File: src/rtl/vga_pixel_fetch.sv
// vga_pixel_fetch: streams an IMG_W x IMG_H RGB332 image from pixel memory through a
// small prefetch FIFO and presents it as 4:4:4 colour at (X0,Y0) of the active area.
// Everything outside the image is BG_COLOUR; a starved FIFO inside the image shows
// UNDER_COLOUR and latches the sticky underrun flag.
`timescale 1ns/1ps

module vga_pixel_fetch #(
  parameter int          IMG_W        = 80,
  parameter int          IMG_H        = 80,
  parameter int          X0           = 280,
  parameter int          Y0           = 200,
  parameter int          BASE_ADDR    = 0,
  parameter int          ADDR_W       = 16,
  parameter int          FIFO_DEPTH   = 8,
  parameter logic [11:0] BG_COLOUR    = 12'hFFF,
  parameter logic [11:0] UNDER_COLOUR = 12'hF0F
) (
  input  logic              clk,
  input  logic              clr,
  input  logic              pix_en,
  input  logic              de,
  input  logic              frame_start,
  output logic              mem_req,
  output logic [ADDR_W-1:0] mem_addr,
  input  logic              mem_gnt,
  input  logic              mem_rvalid,
  input  logic [7:0]        mem_rdata,
  output logic [3:0]        r,
  output logic [3:0]        g,
  output logic [3:0]        b,
  output logic              underrun,
  output logic              busy
);

  localparam int PTR_W = $clog2(FIFO_DEPTH);
  localparam int CNT_W = PTR_W + 1;
  localparam int TOTAL = IMG_W * IMG_H;
  localparam int FC_W  = $clog2(TOTAL + 1);

  localparam logic [9:0]        X_LO     = 10'(X0);
  localparam logic [9:0]        X_HI     = 10'(X0 + IMG_W);
  localparam logic [9:0]        Y_LO     = 10'(Y0);
  localparam logic [9:0]        Y_HI     = 10'(Y0 + IMG_H);
  localparam logic [FC_W-1:0]   LAST_REQ = FC_W'(TOTAL - 1);
  localparam logic [FC_W-1:0]   TOTAL_C  = FC_W'(TOTAL);
  localparam logic [CNT_W:0]    DEPTH_C  = (CNT_W + 1)'(FIFO_DEPTH);
  localparam logic [ADDR_W-1:0] BASE_C   = ADDR_W'(BASE_ADDR);

  typedef enum logic [1:0] {
    IDLE  = 2'd0,
    FETCH = 2'd1,
    DRAIN = 2'd2,
    DONE  = 2'd3
  } fetchState_t;

  fetchState_t r_state;
  fetchState_t w_stateNext;

  // Pixel position and output registers
  logic [9:0]        r_x;
  logic [9:0]        r_y;
  logic              r_prevDe;
  logic [3:0]        r_red;
  logic [3:0]        r_grn;
  logic [3:0]        r_blu;
  logic              r_underrun;

  // Prefetch FIFO
  logic [7:0]        r_fifoMem [FIFO_DEPTH];
  logic [PTR_W-1:0]  r_rdPtr;
  logic [PTR_W-1:0]  r_wrPtr;
  logic [CNT_W-1:0]  r_fifoCount;

  // Memory request side
  logic              r_memReq;
  logic [ADDR_W-1:0] r_memAddr;
  logic [CNT_W-1:0]  r_outstanding;
  logic [CNT_W-1:0]  r_discardCnt;
  logic [FC_W-1:0]   r_fetchCount;

  logic              w_inImage;
  logic              w_gnt;
  logic              w_ret;
  logic              w_drop;
  logic              w_push;
  logic              w_pop;
  logic [7:0]        w_head;
  logic [CNT_W-1:0]  w_fifoNext;
  logic [CNT_W-1:0]  w_outNext;
  logic [CNT_W-1:0]  w_discardNext;
  logic [FC_W-1:0]   w_fetchNext;
  logic [ADDR_W-1:0] w_addrNext;
  logic [CNT_W:0]    w_occNext;
  logic              w_reqNext;

  // RGB332 to 4:4:4 by replicating the top bits into the low bits.
  function automatic logic [11:0] expandRgb332(input logic [7:0] d);
    return {d[7:5], d[7], d[4:2], d[4], d[1:0], d[1:0]};
  endfunction

  assign w_inImage = (r_x >= X_LO) && (r_x < X_HI) && (r_y >= Y_LO) && (r_y < Y_HI);
  assign w_head    = r_fifoMem[r_rdPtr];

  // A return with nothing outstanding is spurious (e.g. a read issued before clr) and is ignored.
  assign w_gnt  = r_memReq & mem_gnt;
  assign w_ret  = mem_rvalid & (r_outstanding != '0);
  assign w_drop = w_ret & (r_discardCnt != '0);
  assign w_push = w_ret & ~w_drop & ~frame_start;
  assign w_pop  = pix_en & de & w_inImage & (r_fifoCount != '0);

  // Next values of the fetch bookkeeping; frame_start restarts from BASE_ADDR and turns every
  // read still in flight (including one granted this very clock) into a discard.
  always_comb begin
    w_outNext     = r_outstanding + CNT_W'(w_gnt) - CNT_W'(w_ret);
    w_fifoNext    = r_fifoCount + CNT_W'(w_push) - CNT_W'(w_pop);
    w_discardNext = r_discardCnt - CNT_W'(w_drop);
    w_fetchNext   = r_fetchCount + FC_W'(w_gnt);
    w_addrNext    = r_memAddr + ADDR_W'(w_gnt);
    if (frame_start) begin
      w_fifoNext    = '0;
      w_discardNext = w_outNext;
      w_fetchNext   = '0;
      w_addrNext    = BASE_C;
    end
    w_occNext = {1'b0, w_fifoNext} + {1'b0, w_outNext};
    if (r_memReq && !mem_gnt && !frame_start) begin
      w_reqNext = 1'b1;
    end else begin
      w_reqNext = (w_stateNext == FETCH) && (w_discardNext == '0) &&
                  (w_occNext < DEPTH_C) && (w_fetchNext < TOTAL_C);
    end
  end

  // Fetch FSM state register.
  always_ff @(posedge clk) begin
    if (clr) begin
      r_state <= IDLE;
    end else begin
      r_state <= w_stateNext;
    end
  end

  // Fetch FSM next state: frame_start restarts from any state.
  always_comb begin
    w_stateNext = r_state;
    if (frame_start) begin
      w_stateNext = FETCH;
    end else begin
      case (r_state)
        FETCH:   if (w_gnt && (r_fetchCount == LAST_REQ)) w_stateNext = DRAIN;
        DRAIN:   if (r_outstanding == '0) w_stateNext = DONE;
        default: w_stateNext = r_state;
      endcase
    end
  end

  // Fetch FSM outputs.
  always_comb begin
    busy = (r_state == FETCH) || (r_state == DRAIN);
  end

  // Request, address and in-flight counters.
  always_ff @(posedge clk) begin
    if (clr) begin
      r_memReq      <= 1'b0;
      r_memAddr     <= BASE_C;
      r_outstanding <= '0;
      r_discardCnt  <= '0;
      r_fetchCount  <= '0;
    end else begin
      r_memReq      <= w_reqNext;
      r_memAddr     <= w_addrNext;
      r_outstanding <= w_outNext;
      r_discardCnt  <= w_discardNext;
      r_fetchCount  <= w_fetchNext;
    end
  end

  // FIFO pointers and occupancy; frame_start empties it.
  always_ff @(posedge clk) begin
    if (clr || frame_start) begin
      r_rdPtr     <= '0;
      r_wrPtr     <= '0;
      r_fifoCount <= '0;
    end else begin
      if (w_push) r_wrPtr <= r_wrPtr + PTR_W'(1);
      if (w_pop)  r_rdPtr <= r_rdPtr + PTR_W'(1);
      r_fifoCount <= w_fifoNext;
    end
  end

  // FIFO storage; contents need no reset because occupancy gates every read.
  always_ff @(posedge clk) begin
    if (w_push) r_fifoMem[r_wrPtr] <= mem_rdata;
  end

  // Active-pixel position: x counts de pixels, a falling de ends the line.
  always_ff @(posedge clk) begin
    if (clr || frame_start) begin
      r_x      <= '0;
      r_y      <= '0;
      r_prevDe <= 1'b0;
    end else if (pix_en) begin
      r_prevDe <= de;
      if (de) begin
        r_x <= r_x + 10'd1;
      end else if (r_prevDe) begin
        r_x <= '0;
        r_y <= r_y + 10'd1;
      end
    end
  end

  // Registered colour, one pixel tick behind the de sample; underrun is sticky until clr.
  always_ff @(posedge clk) begin
    if (clr) begin
      r_red      <= '0;
      r_grn      <= '0;
      r_blu      <= '0;
      r_underrun <= 1'b0;
    end else if (pix_en) begin
      if (!de) begin
        {r_red, r_grn, r_blu} <= 12'h000;
      end else if (w_inImage) begin
        if (r_fifoCount != '0) begin
          {r_red, r_grn, r_blu} <= expandRgb332(w_head);
        end else begin
          {r_red, r_grn, r_blu} <= UNDER_COLOUR;
          r_underrun            <= 1'b1;
        end
      end else begin
        {r_red, r_grn, r_blu} <= BG_COLOUR;
      end
    end
  end

  assign mem_req  = r_memReq;
  assign mem_addr = r_memAddr;
  assign r        = r_red;
  assign g        = r_grn;
  assign b        = r_blu;
  assign underrun = r_underrun;

endmodule

File: config.mk
export PLATFORM = sky130hd
export DESIGN_NAME = vga_pixel_fetch
export DESIGN_NICKNAME = d
export VERILOG_FILES = /design/src/rtl/vga_pixel_fetch.sv
export SDC_FILE = /design/constraint.sdc
export NUM_CORES = 1
export LEC_CHECK = 0
export CAP_MARGIN = 25
export CORE_ASPECT_RATIO = 0.5
export CORE_MARGIN = 2
export CORE_UTILIZATION = 30
export DETAILED_ROUTE_END_ITERATION = 8
export GPL_TIMING_DRIVEN = 0
export SYNTH_ARGS = -nofsm -noshare
export SYNTH_HDL_FRONTEND = slang
export SYNTH_SLANG_ARGS = --single-unit
File: constraint.sdc
create_clock -name clk -period 4.25 [get_ports clk]
set_input_delay 0.6375 -clock clk [delete_from_list [all_inputs] [get_ports clk]]
set_output_delay 0.6375 -clock clk [all_outputs]
set_load 0.005 [all_outputs]
; After elaboration in Yosys (flattened, before gate mapping)
; Memory sizes are Yosys's and may differ from the RTL's. A register that Yosys moved wholly into a read port is not among the register bits.
; Index checks and enable logic that the tools add are counted.
; W data, S select, Z words.
[classes]
bitwise_logic = 12
mux = 23
order_cmp = 6
n_shift = 0
n_addsub = 12
n_mul = 0
eq_ne = 4
n_div = 0
n_reduce_logical = 23
[ops]
columns = cell, count
row1 = $mux W4, 11
row2 = $add A10 B1 Y10 const B, 2
row3 = $lt A10 B9 Y1 const B, 2
row4 = $mux W10, 2
row5 = $add A16 B1 Y16, 1
row6 = $add A13 B1 Y13, 1
row7 = $eq A13 B13 Y1 const B, 1
row8 = $lt A13 B13 Y1 const B, 1
row9 = $mux W13, 1
row10 = $reduce_bool A4 Y1, 3
row11 = $sub A4 B1 Y4, 3
row12 = $ge A10 B8 Y1 const B, 1
row13 = $ge A10 B9 Y1 const B, 1
row14 = $logic_and A1 B1 Y1, 9
row15 = $add A4 B1 Y4, 2
row16 = $and A1 B1 Y1, 8
row17 = $logic_not A4 Y1, 2
row18 = $add A3 B1 Y3 const B, 2
row19 = $mux W2, 3
row20 = $mux W3, 2
row21 = $add A4 B4 Y5, 1
row22 = $lt A5 B4 Y1 const B, 1
row23 = $eq A2 B1 Y1 const B, 2
row24 = $not A1 Y1, 4
row25 = 10 further kinds, 14
[totals]
rom_bits = 0
out_inout_bits = 31
ramBits = 64
mem_count = 1
input_bits = 15
latch_bits = 0
ff_bits = 84
wordCells = 97
[memory_table]
columns = memory, words, width, rd, rd_ports_with_merged_regs, write_ports, line
row1 = r_fifoMem, 8, 8, 1, 1, 1, 69  ; logic [7:0] r_fifoMem [FIFO_DEPTH];

; Depth between registers and ports, before layout
[logic_depth]
ltp_word = 14
ltp_mapped = 18
mapped_depth_nobuf = 18

; Worst setup path before layout
; No wires, ideal clock.
[synth_timing]
path_type = register to register
start = register r_fifoCount[2]
end = register r_memReq, in the netlist mem_req
setup_time_ns = 0.070
stages_incl_launch_ff = 18
path_slack_ns = 0.629
required_time_ns = 4.180
path_buffers = 1
t_arrival_ns = 3.551
synth_period_minus_slack_ns = 3.621
path_cell_list = dfxtp_1 > inv_1 > ha_1 > nor3b_1 > or4_4 > buf_6 > or3_4 > nand2_1 > ha_1 > fa_1 > nor2b_1 > ha_1 > and4b_1 > o21ai_0 > nand4_1 > a211oi_1 > nand4b_1 > a21oi_1
[synth_via]
elab_chain_cells = 9
elab_cells_between_ends = 10
classes_between = 3 x add/sub / 1 x order compare / 2 x mux / 1 x bitwise / 3 x reduce/logical
[synth_lines]
columns = element, line
row1 = "start, declared", 72  ; logic [CNT_W-1:0] r_fifoCount;
row2 = "start signal, assigned", 188  ; r_fifoCount <= w_fifoNext;
row3 = $reduce_bool A4 Y1, 109  ; assign w_pop = pix_en & de & w_inImage & (r_fifoCount != '0);
row4 = $and A1 B1 Y1, 109
row5 = $sub A4 B1 Y4, 115  ; w_fifoNext = r_fifoCount + CNT_W'(w_push) - CNT_W'(w_pop);
row6 = $mux W4, 119  ; if (frame_start) begin
row7 = via w_fifoNext[1], 88  ; logic [CNT_W-1:0] w_fifoNext;
row8 = $add A4 B4 Y5, 125  ; w_occNext = {1'b0, w_fifoNext} + {1'b0, w_outNext};
row9 = $lt A5 B4 Y1, 130  ; (w_occNext < DEPTH_C) && (w_fetchNext < TOTAL_C);
row10 = $logic_and A1 B1 Y1, 129  ; w_reqNext = (w_stateNext == FETCH) && (w_discardNext == '0) &&
row11 = $logic_and A1 B1 Y1, 130
row12 = $mux W1, 126  ; if (r_memReq && !mem_gnt && !frame_start) begin
row13 = "end signal, assigned", 171  ; r_memReq <= w_reqNext;
row14 = "end, declared", 75  ; logic r_memReq;
; The timed path passes the listed nets, and every way through them passes these cells.
; A chain may end at the register's enable or synchronous reset.

; Worst setup path after layout
; Same ends and word-level chain as after synthesis.

==> flow_summary_export.csv <==
group,metric,value,unit
pwr,power_frac_comb,13.1,%
yosys,synth_area,6472,sq um
placement,globalplace.congestion,0.7767,
drt,drtAntennaViolNets,0,
flow_run,drv_cap,0,
clocking,cts_tree,"done",
pwr,internal-power,0.002606,W
drt,post-route-drc-count,0,
clocking,post_cts_buffers,0,
yosys,yosysTopAreaCell,"edfxtp_1",
drt,wl_per_cell,13.98,microns
critical_path,worst-endpoint-arrival,4320,ps
pwr,p_leak,2.722,nW
global_route,grt.total_usage,12.10,%
pwr,sw_frac_of_total,25.49,%
finish,insertedDiodeCount,0,
placement,place_hpwl,9.072,mm
timing,final-setup-viol-count,0,
die,die_y,107.9,microns
yosys,synth_commonest_cells,"83 x dfxtp_1, 75 x nor2_1, 64 x edfxtp_1",
timing,fin_skew,8.954,ps
global_route,grt_overflow,0,
yosys,synth_edf_count,64,
drt,first_pass_iters,4,
die,start_util,31.07,%
timing,grt_setup_unrepaired,"no",
clocking,clock-root-buffer,"clkbuf_16",
yosys,synthCells,569,
critical_path,required,4590,ps
timing,min_period,3979,ps
global_route,grt_max_degree,17,
drt,viasPerCell,4.639,
clocking,postCtsHoldBufs,0,
worst_hold_path,hp-start,"r[1]",
yosys,synth.distinct_cells,55,
placement,dpl_worst_slack,-89.61,ps
critical_path,crit_start,"r_fifoCount[2]",
clocking,cts_max_level,4,
clocking,clock_path_buffers,2,
drt,drtIter0Drc,272,
timing,fmax,251.3,MHz
finish,drive_gt1_share,11.32,%
yosys,synth_top_area_share,29.69,%
timing,setup-tns-final,0,ps
timing,hold_violations,0,
pwr,powerDensity,445.6,nW/um^2
placement,portBuffers,43,
pwr,power,0.003498,W
clocking,cts_sinks,147,
critical_path,crit_type,"register to register",
clocking,clk-insertion-delay-late,410,ps
yosys,syn_nets,613,
finish,area_delta_synth_final,21.26,%
yosys,ys_seq_area_share,55.36,%
die,die_width,211.7,microns
die,ioPinCount,46,
clocking,numCtsBuffers,17,
yosys,ys_seq_elements,147,
critical_path,cp-start-kind,"register",
critical_path,endpoint_kind,"register",
global_route,grt_antenna_before_repair,0,
timing,post-route-period-util,93.63,%
yosys,yosysMostFrequentCell,"dfxtp_1",
finish,nNetsFinal,676,
clocking,cts_resized,0,
yosys,yosysWarnings,0,
drt,route.vias.total,4259,
pwr,switching_power,0.0008916,W
die,rows,37,
critical_path,r2r-start,"r_fifoCount[2]",
clocking,clkTransAtPathRegs,60,ps
timing,holdWs,475.7,ps
timing,drv_slew,0,
pwr,ir_worst_vdd,287.0,uV
timing,tightest_slew,984.2,ps
die,core,20830,sq um
finish,fin_util,37.68,%
yosys,yosys-top-cells-area,"edfxtp_1 30%, dfxtp_1 26%, mux4_2 5.6%",
global_route,grt_first_pass_wirelength,21.65,mm
pwr,seq_power_share,44.6,%
global_route,grt_pass1_vias,4307,
pwr,p_clk_share,42.3,%
yosys,synth.avg_cell_area,11.38,sq um
timing,layout_setup_ws,270.7,ps
worst_hold_path,hold_class,"register to register",
yosys,async_flop_share,0,%
die,die-area,22840,sq um
status,status,"finished clean",
critical_path,crit_fanout,10,
yosys,synth_ff_type,"dfxtp_1",
timing,relSlewSlack,34.14,%
drt,wl,12.83,mm
[registers in the layout, indices dropped and copies added (netlist names), 2 cells and up, named ones only]
register       count
r_y               10
r                  3
r_fifoCount        4
b                  2
r_discardCnt       4
mem_addr          16
r_x               10
r_rdPtr            3
r_fetchCount      13
r_fifoMem         64
r_outstanding      4
r_wrPtr            3
g                  3
r_state            2
[worst max-delay path, cell delays in order, from the launching register on]
cell      delay (ps)
dfxtp_1          310
inv_1             50
ha_1             200
nor3b_1          190
or4_4            550
buf_6            150
or3_4            350
nand2_1           90
ha_1             180
fa_1             410
nor2b_1          150
ha_1             300
and4b_1          200
o21ai_0          150
nand4_1          110
a211oi_1         240
nand4b_1         130
a21oi_1          150
[cells by family (layout without fill, tap and decap cells)]
family                   Yosys count  in the layout  share of synthesized area, %
AO/OA/AOI/OAI                     71             71                         6.592
XOR/XNOR                          39             39                         5.277
AND/OR/NAND/NOR                  204            204                         16.04
adder cells (fa/ha/maj)           29             29                         5.838
buffers and inverters             52            128                         3.518
flip-flops                       147            147                         55.36
multiplexers                      27             27                         7.365
[final timing paths]
check | end | slack (ps) | cells after the start
max | mem_req | 270 | 17
min | r[1] | 480 | 2
max reg2reg | mem_req | 270 | 17
min reg2reg | r[1] | 480 | 2
[final cells by class]
cell class,instances,area [sq um]
fillers,2037,12980
well taps,273,341.6
multi-input cells,370,2671
clock inverters,12,118.9
flip-flops and latches,147,3583
inverters,26,97.59
plain buffers,26,130.1
repair buffers,44,437.9
clock buffers,20,467.9
[stage by stage]
stage | std cells | instance area (sq um)
after floorplan | 569 | 6472
after global placement | 885 | 7244
after detailed placement | 886 | 7257
after CTS | 918 | 7844
after global routing | 918 | 7849
final | 918 | 7849
[placed cells by master, fill, tap and decap left out, types with 9 or more instances in the layout]
cell type	synthesis	routed
a21oi_1	28	28
and2_1	10	10
and3_1	12	12
clkbuf_1	12	13
clkbuf_16	0	18
clkdlybuf4s50_1	0	43
dfxtp_1	83	83
edfxtp_1	64	64
ha_1	27	27
inv_1	26	27
mux4_2	16	16
nand2_1	23	23
nand2b_1	14	14
nand3_1	22	22
nand4_1	9	9
nor2_1	75	75
o21ai_0	16	16
xnor2_1	15	15
xor2_1	24	24
[power by group through the flow]
stage / combinational (W) / sequential [W] / clock [W]
after floorplan: 0.000326 / 0.00158 / 0
after global placement: 0.000453 / 0.00159 / 0
after detailed placement: 0.000463 / 0.00159 / 0
after CTS: 0.000463 / 0.00156 / 0.00152
after global routing: 0.000529 / 0.00157 / 0.00158
final: 0.000458 / 0.00156 / 0.00148
[metal layers]
metal | track usage, % | vias to the layer above | wire length, microns
li1 | - | 2153 | -
met5 | 0 | - | 0
met2 | 21.12 | 31 | 6390
met3 | 2.392 | 13 | 295
met1 | 15.33 | 2062 | 6037
met4 | 3.320 | 0 | 109
Power figures use the tool's default switching activity.
